--- src/rtl/vec_op_sequencer_if.sv ---
// CFU command/response handshake plus the register-file micro-op bus and
// datapath result feedback for the vector op sequencer.
interface vec_op_sequencer_if #(
  parameter int REG_IDX_W = 5
);
  logic                 cmd_valid;
  logic                 cmd_ready;
  logic [9:0]           cmd_payload_function_id;
  logic [31:0]          cmd_payload_inputs_0;
  logic [31:0]          cmd_payload_inputs_1;
  logic                 rsp_valid;
  logic                 rsp_ready;
  logic [31:0]          rsp_payload_outputs_0;
  logic                 uop_valid;
  logic [REG_IDX_W-1:0] uop_op0_sel;
  logic [REG_IDX_W-1:0] uop_op1_sel;
  logic [REG_IDX_W-1:0] uop_wb_sel;
  logic                 uop_wb_en;
  logic [9:0]           uop_func;
  logic [31:0]          dp_result;

  modport master (
    output cmd_valid, cmd_payload_function_id, cmd_payload_inputs_0,
           cmd_payload_inputs_1, rsp_ready, dp_result,
    input  cmd_ready, rsp_valid, rsp_payload_outputs_0,
           uop_valid, uop_op0_sel, uop_op1_sel, uop_wb_sel, uop_wb_en, uop_func
  );

  modport slave (
    input  cmd_valid, cmd_payload_function_id, cmd_payload_inputs_0,
           cmd_payload_inputs_1, rsp_ready, dp_result,
    output cmd_ready, rsp_valid, rsp_payload_outputs_0,
           uop_valid, uop_op0_sel, uop_op1_sel, uop_wb_sel, uop_wb_en, uop_func
  );
endinterface

--- src/rtl/vec_op_sequencer.sv ---
// Vector CFU sequencer: owns vtype, expands each vector command into one
// register-file micro-op per register of the LMUL group, returns a result.
module vec_op_sequencer #(
  parameter int         REG_IDX_W = 5,
  parameter logic [2:0] CFG_FID   = 3'd7
) (
  input  logic        clk,
  input  logic        reset_n,
  vec_op_sequencer_if.slave bus,
  output logic [31:0] vtype,
  output logic [2:0]  vlmul
);

  typedef enum logic [1:0] {IDLE, ISSUE, RESP} state_t;

  typedef struct packed {
    logic                 valid;
    logic [REG_IDX_W-1:0] op0;
    logic [REG_IDX_W-1:0] op1;
    logic [REG_IDX_W-1:0] wb;
    logic                 wb_en;
    logic [9:0]           func;
  } uop_t;

  state_t      state, state_nxt;
  uop_t        uop;
  logic [31:0] result;
  logic [2:0]  k, last, g_last;
  logic        is_cfg;
  logic        unused_bits;

  assign is_cfg      = (bus.cmd_payload_function_id[2:0] == CFG_FID);
  assign unused_bits = ^bus.cmd_payload_inputs_1[31:REG_IDX_W];
  assign vlmul       = vtype[2:0];

  // Fractional/reserved LMUL encodings collapse to a single-register group.
  always_comb begin
    g_last = 3'd0;
    case (vlmul)
      3'd1:    g_last = 3'd1;
      3'd2:    g_last = 3'd3;
      3'd3:    g_last = 3'd7;
      default: g_last = 3'd0;
    endcase
  end

  always_ff @(posedge clk or negedge reset_n) begin
    if (!reset_n) state <= IDLE;
    else          state <= state_nxt;
  end

  always_comb begin
    state_nxt = state;
    case (state)
      IDLE:    if (bus.cmd_valid) state_nxt = is_cfg ? RESP : ISSUE;
      ISSUE:   if (k == last)     state_nxt = RESP;
      RESP:    if (bus.rsp_ready) state_nxt = IDLE;
      default: state_nxt = IDLE;
    endcase
  end

  // Micro-op bus is registered; indices step by one and wrap at REG_IDX_W bits.
  always_ff @(posedge clk or negedge reset_n) begin
    if (!reset_n) begin
      vtype  <= '0;
      result <= '0;
      uop    <= '0;
      k      <= '0;
      last   <= '0;
    end else begin
      case (state)
        IDLE: if (bus.cmd_valid) begin
          if (is_cfg) begin
            vtype  <= bus.cmd_payload_inputs_0;
            result <= bus.cmd_payload_inputs_0;
          end else begin
            uop.valid <= 1'b1;
            uop.op0   <= bus.cmd_payload_inputs_0[8 +: REG_IDX_W];
            uop.op1   <= bus.cmd_payload_inputs_1[REG_IDX_W-1:0];
            uop.wb    <= bus.cmd_payload_inputs_0[REG_IDX_W-1:0];
            uop.wb_en <= bus.cmd_payload_function_id[3];
            uop.func  <= bus.cmd_payload_function_id;
            k         <= '0;
            last      <= g_last;
          end
        end
        ISSUE: begin
          if (k == last) begin
            result <= bus.dp_result;
            uop    <= '0;
          end else begin
            k       <= k + 3'd1;
            uop.op0 <= uop.op0 + REG_IDX_W'(1);
            uop.op1 <= uop.op1 + REG_IDX_W'(1);
            uop.wb  <= uop.wb  + REG_IDX_W'(1);
          end
        end
        default: ;
      endcase
    end
  end

  assign bus.cmd_ready             = (state == IDLE);
  assign bus.rsp_valid             = (state == RESP);
  assign bus.rsp_payload_outputs_0 = result;
  assign bus.uop_valid             = uop.valid;
  assign bus.uop_op0_sel           = uop.op0;
  assign bus.uop_op1_sel           = uop.op1;
  assign bus.uop_wb_sel            = uop.wb;
  assign bus.uop_wb_en             = uop.wb_en;
  assign bus.uop_func              = uop.func;

endmodule

--- src/flat_wrapper.sv ---
// flat-port wrapper written by rule: the top's interface ports become plain ports
module vec_op_sequencer_flat 
#(
  parameter int         REG_IDX_W = 5,
  parameter logic [2:0] CFG_FID   = 3'd7
)
  (clk, reset_n, vtype, vlmul, bus_cmd_valid, bus_cmd_payload_function_id, bus_cmd_payload_inputs_0, bus_cmd_payload_inputs_1, bus_rsp_ready, bus_dp_result, bus_cmd_ready, bus_rsp_valid, bus_rsp_payload_outputs_0, bus_uop_valid, bus_uop_op0_sel, bus_uop_op1_sel, bus_uop_wb_sel, bus_uop_wb_en, bus_uop_func);
  vec_op_sequencer_if #(.REG_IDX_W(REG_IDX_W)) bus_i ();
  input  logic clk;
  input  logic reset_n;
  output logic [31:0] vtype;
  output logic [2:0] vlmul;
  input wire logic [$bits(bus_i.cmd_valid)-1:0] bus_cmd_valid;
  input wire logic [$bits(bus_i.cmd_payload_function_id)-1:0] bus_cmd_payload_function_id;
  input wire logic [$bits(bus_i.cmd_payload_inputs_0)-1:0] bus_cmd_payload_inputs_0;
  input wire logic [$bits(bus_i.cmd_payload_inputs_1)-1:0] bus_cmd_payload_inputs_1;
  input wire logic [$bits(bus_i.rsp_ready)-1:0] bus_rsp_ready;
  input wire logic [$bits(bus_i.dp_result)-1:0] bus_dp_result;
  output wire logic [$bits(bus_i.cmd_ready)-1:0] bus_cmd_ready;
  output wire logic [$bits(bus_i.rsp_valid)-1:0] bus_rsp_valid;
  output wire logic [$bits(bus_i.rsp_payload_outputs_0)-1:0] bus_rsp_payload_outputs_0;
  output wire logic [$bits(bus_i.uop_valid)-1:0] bus_uop_valid;
  output wire logic [$bits(bus_i.uop_op0_sel)-1:0] bus_uop_op0_sel;
  output wire logic [$bits(bus_i.uop_op1_sel)-1:0] bus_uop_op1_sel;
  output wire logic [$bits(bus_i.uop_wb_sel)-1:0] bus_uop_wb_sel;
  output wire logic [$bits(bus_i.uop_wb_en)-1:0] bus_uop_wb_en;
  output wire logic [$bits(bus_i.uop_func)-1:0] bus_uop_func;
  assign bus_i.cmd_valid = bus_cmd_valid;
  assign bus_i.cmd_payload_function_id = bus_cmd_payload_function_id;
  assign bus_i.cmd_payload_inputs_0 = bus_cmd_payload_inputs_0;
  assign bus_i.cmd_payload_inputs_1 = bus_cmd_payload_inputs_1;
  assign bus_i.rsp_ready = bus_rsp_ready;
  assign bus_i.dp_result = bus_dp_result;
  assign bus_cmd_ready = bus_i.cmd_ready;
  assign bus_rsp_valid = bus_i.rsp_valid;
  assign bus_rsp_payload_outputs_0 = bus_i.rsp_payload_outputs_0;
  assign bus_uop_valid = bus_i.uop_valid;
  assign bus_uop_op0_sel = bus_i.uop_op0_sel;
  assign bus_uop_op1_sel = bus_i.uop_op1_sel;
  assign bus_uop_wb_sel = bus_i.uop_wb_sel;
  assign bus_uop_wb_en = bus_i.uop_wb_en;
  assign bus_uop_func = bus_i.uop_func;
  vec_op_sequencer #(.REG_IDX_W(REG_IDX_W), .CFG_FID(CFG_FID)) u_core (.clk(clk), .reset_n(reset_n), .bus(bus_i), .vtype(vtype), .vlmul(vlmul));
endmodule
--- config.mk ---
export PLATFORM = sky130hd
export DESIGN_NAME = vec_op_sequencer_flat
export DESIGN_NICKNAME = d
export VERILOG_FILES = /design/src/rtl/vec_op_sequencer_if.sv /design/src/rtl/vec_op_sequencer.sv /design/src/flat_wrapper.sv
export SDC_FILE = /design/constraint.sdc
export NUM_CORES = 1
export LEC_CHECK = 0
export ABC_AREA = 1
export BUFFER_PORTS_ARGS = -buffer_cell sky130_fd_sc_hd__clkbuf_2
export CORE_MARGIN = 10
export CORE_UTILIZATION = 30
export DETAILED_ROUTE_END_ITERATION = 16
export GPL_TIMING_DRIVEN = 1
export RECOVER_POWER = 100
export SLEW_MARGIN = 20
export SYNTH_ARGS = -nofsm -noshare
export SYNTH_HDL_FRONTEND = slang
export SYNTH_SLANG_ARGS = --single-unit
--- constraint.sdc ---
create_clock -name clk -period 3.8 [get_ports clk]
set_input_delay 0 -clock clk [delete_from_list [all_inputs] [get_ports clk]]
set_output_delay 0 -clock clk [all_outputs]
set_load 0.005 [all_outputs]
==> flow_metrics.tcl <==
set metrics [dict create \
    syn-cell-area_um2 4670 \
    multi_input_comb_area_um2 1920 \
    clock_skew_ns 0.00667 \
    hold_path.class "primary input to flip-flop" \
    leakage_uw 0.00340 \
    buffer_ports.inserted 178 \
    synth_most_common_cell "sky130_fd_sc_hd__nand2_1" \
    muxShareOfSynthArea_pct 0 \
    clock_tree.buffer_depth 2 \
    min_to "u_core.bus.rsp_payload_outputs_0[31]" \
    global_route_wire_length_before_repair_mm 27.3 \
    fin_worst_hold_slack_ns 0.0217 \
    gp_routability_congestion 0.763 \
    number_of_buffers_inserted_during_clock_tree_synthesis 9 \
    dieHeight_um 145 \
    setup.worst_path.class "flip-flop to flip-flop" \
    synth_fp_nets 698 \
    dp_hpwl_mm 11.6 \
    route.top_layer_used "met4" \
    min_delay_path_depth 5 \
    critical_path.cell_chain "inv_1, nor2_1, buf_4, inv_1, nand2_1, o21ai_0, inv_1, o21ai_0" \
    synth.cells.most_frequent "sky130_fd_sc_hd__nand2_1 (283), sky130_fd_sc_hd__dfrtp_1 (98), sky130_fd_sc_hd__o21ai_0 (44)" \
    unique_masters_post_synth 26 \
    cp_slowest_cell "sky130_fd_sc_hd__inv_1" \
    chip_width_um 145 \
    synth_adder_area_share_pct 1.07 \
    dieArea_um2 21000 \
    tightest_slew_ns 1.70 \
    synth_simple_gate_area_share_pct 32.4 \
    worstSkewPairLatency_ns 0.35 \
    yosys_warnings 0 \
    fp-row-count 45 \
    worst_case_vdd_ir_drop_v 0.000302 \
    finalNetCount 935 \
    cts.sink_count 98 \
    detail_route.wirelength_mm 17.6 \
    failed_checks "max-capacitance violations, max-slew violations" \
    antenna_violations_before_repair 0 \
    max_cap_viol_count 1 \
    reg2reg_slack_ns 0.92 \
    slew-limit-headroom_pct -13.5 \
    num_io_pins 206 \
    first_global_vias 4825 \
    yosys.area_share.xor_xnor_pct 2.06 \
    global_route.overflow_total 0 \
    synthToLayoutAreaGrowth_pct 42.8 \
    number_of_remaining_drc_errors 0 \
    initialDrtViolationCount 294 \
    number_of_cells_produced_by_synthesis 584 \
    first_pass_iters 4 \
    outcome "complete, but fails checks" \
    cts_root_buffer "sky130_fd_sc_hd__clkbuf_16" \
    unrepaired_setup_endpoints_after_global_routing "false" \
    core_um2 15300 \
    synthDominantCellAreaShare_pct 52.5 \
    finalMaxSlewViolations 45 \
    share_of_post_route_cells_with_drive_strength_above_1_pct 14.3 \
    reg2reg_to "u_core.bus.uop_wb_sel[0]" \
    detail_route.wirelength.met1_mm 7.80 \
    synthArstFlopShare_pct 100 \
    met3_wirelength_mm 1.36 \
    worst_path_largest_cell_delay_ns 1.27 \
    synth-edff-count 0 \
    timing.hold.worst.start "bus_dp_result[31]" \
    hold_viol_final 0 \
    setup_viol 0 \
    postSynthRegisterBits 98 \
    seqCellArea_um2 2450 \
    antenna_cells 0 \
    detailroute.via_count 4834 \
    rr_startpoint "u_core.state[0]" \
    cts_repair_resize_count 0 \
    fin_crit_sh_pct 75.9 \
    critPathLaunchType "flip-flop" \
    crit_path_top_cell_by_count "sky130_fd_sc_hd__inv_1" \
    netlist_top_cells_area "sky130_fd_sc_hd__dfrtp_1 (52%), sky130_fd_sc_hd__nand2_1 (23%), sky130_fd_sc_hd__o21ai_0 (4.7%)" \
    tritoncts "yes" \
    global_route.usage.total_pct 16.8 \
    timing.critical_path.arrival_ns 3.14 \
    syn_area_per_cell_um2 8.00 \
    fmaxAchievable_mhz 347 \
    final.min_clock_period_ns 2.88 \
    setup_total_negative_slack_ns 0 \
    synth_sequential_area_ratio_pct 52.5 \
    pwr_per_cell_area_nw_per_um2 764 \
    synth_top_family_by_area "simple AND/OR/NAND/NOR gates" \
    critPathRequiredTime_ns 4.06 \
    wl_per_cell_um 17.0 \
    share_of_the_synthesized_area_in_compound_gates_ao_oa_aoi_oai_pct 6.35 \
    n_fill_cell 1541 \
    routed-wl-met2_mm 8.09 \
    floorplan.initialDensity_pct 30.6 \
    clkSlewWorstSetupHoldPaths_ns 0.07 \
    length_in_cells_of_the_worst_reg_to_reg_path 8 \
    critPathCaptureType "flip-flop" \
    maximum_number_of_pins_on_one_net_before_global_route_repair 52 \
    netlist.top_cell.by_area "sky130_fd_sc_hd__dfrtp_1" \
    worst-path-max-fanout 44 \
    detail_route.vias_per_cell 4.66 \
    cts_htree_levels 3 \
    postSynth.topFlopCell "sky130_fd_sc_hd__dfrtp_1" \
    route.antenna.remaining_nets 0 \
]
state kept, by name, indices dropped and copies added, names as in the netlist, 3 cells and up:
register and count:
u_core.bus.uop_wb_sel 5, u_core.bus.uop_op0_sel 5, u_core.bus.rsp_payload_outputs_0 32, u_core.bus.uop_func 10
u_core.vtype 32, u_core.bus.uop_op1_sel 5, u_core.last 3, u_core.k 3
what timing repair did:
item | in CTS | in global routing
setup buffers | 0 | 0
hold buffers | 79 | 0
hold endpoints to repair | 134 | 0
area by class of cell:
class                           instances  area share [%]
Sequential cell                        98            36.8
Timing Repair Buffer                  263            24.2
Clock inverter                          4            1.46
Multi-Input combinational cell        430            28.7
Inverter                               19            1.07
Tap cell                              211            3.96
Clock buffer                           12            3.84
worst max-delay path by stage:
stage / from / to / depth (start not counted)
after detailed placement: u_core.state[1] / u_core.bus.rsp_payload_outputs_0[4] / 6
after CTS: u_core.state[1] / u_core.bus.rsp_payload_outputs_0[4] / 6
final: u_core.state[0] / u_core.bus.uop_wb_sel[0] / 8
after floorplan: u_core.k[0] / u_core.bus.rsp_payload_outputs_0[10] / 7
after global placement: u_core.state[1] / u_core.bus.rsp_payload_outputs_0[21] / 6
after global routing: u_core.state[0] / u_core.bus.uop_op0_sel[0] / 8
stage by stage:
| stage | utilization, % | setup slack [ns] | cells | total power [uW] | instance area (um2) |
|---|---|---|---|---|---|
| 2_1_floorplan | - | 2.52 | 584 | 3140 | 4670 |
| 3_3_place_gp | 37.2 | 1.41 | 942 | 4110 | 5680 |
| 3_5_place_dp | 37.2 | 1.40 | 942 | 4140 | 5680 |
| 4_1_cts | 44.7 | 1.40 | 1037 | 5310 | 6830 |
| 5_1_grt | 43.7 | 0.684 | 1037 | 5550 | 6670 |
| 6_report | 43.7 | 0.917 | 1037 | 5100 | 6670 |
cells by family after synthesis:
kind of cell | Yosys count
and+or+nand+nor | 357
DFF | 98
AOI/OAI and AO/OA | 58
buffers and inverters | 56
xor gates and xnor gates | 11
adders and majority gates | 4
worst max-delay path: cells and delay by family (launching register included):
family,cells,cell delay (ns)
buf+inv,4,1.69
simple gates,2,0.39
flops,1,0.39
compound gates,2,0.32
power by group:
part / internal, uW / switching [uW]
Sequential: 1550 / 333
Combinational: 739 / 1390
Clock: 680 / 408
Total: 2970 / 2130
per-layer routing:
layer,up-vias,track usage [%]
met5,-,0
met4,0,5.90
met3,24,5.18
met2,185,26.6
met1,2271,21.3
li1,2354,-
cells in the final DEF, fill, tap and decap left out, types with 7 or more instances in the layout:
master,Yosys,final
sky130_fd_sc_hd__nand2_1,283,287
sky130_fd_sc_hd__dfrtp_1,98,98
sky130_fd_sc_hd__clkbuf_2,0,91
sky130_fd_sc_hd__clkbuf_1,8,89
sky130_fd_sc_hd__dlygate4sd3_1,0,79
sky130_fd_sc_hd__o21ai_0,44,46
sky130_fd_sc_hd__nand4_1,32,32
sky130_fd_sc_hd__nand3_1,23,24
sky130_fd_sc_hd__inv_1,12,15
sky130_fd_sc_hd__nor2_1,8,10
sky130_fd_sc_hd__clkbuf_16,0,9
sky130_fd_sc_hd__a21oi_1,7,7
No activity file was read; power rests on OpenSTA's default activity.
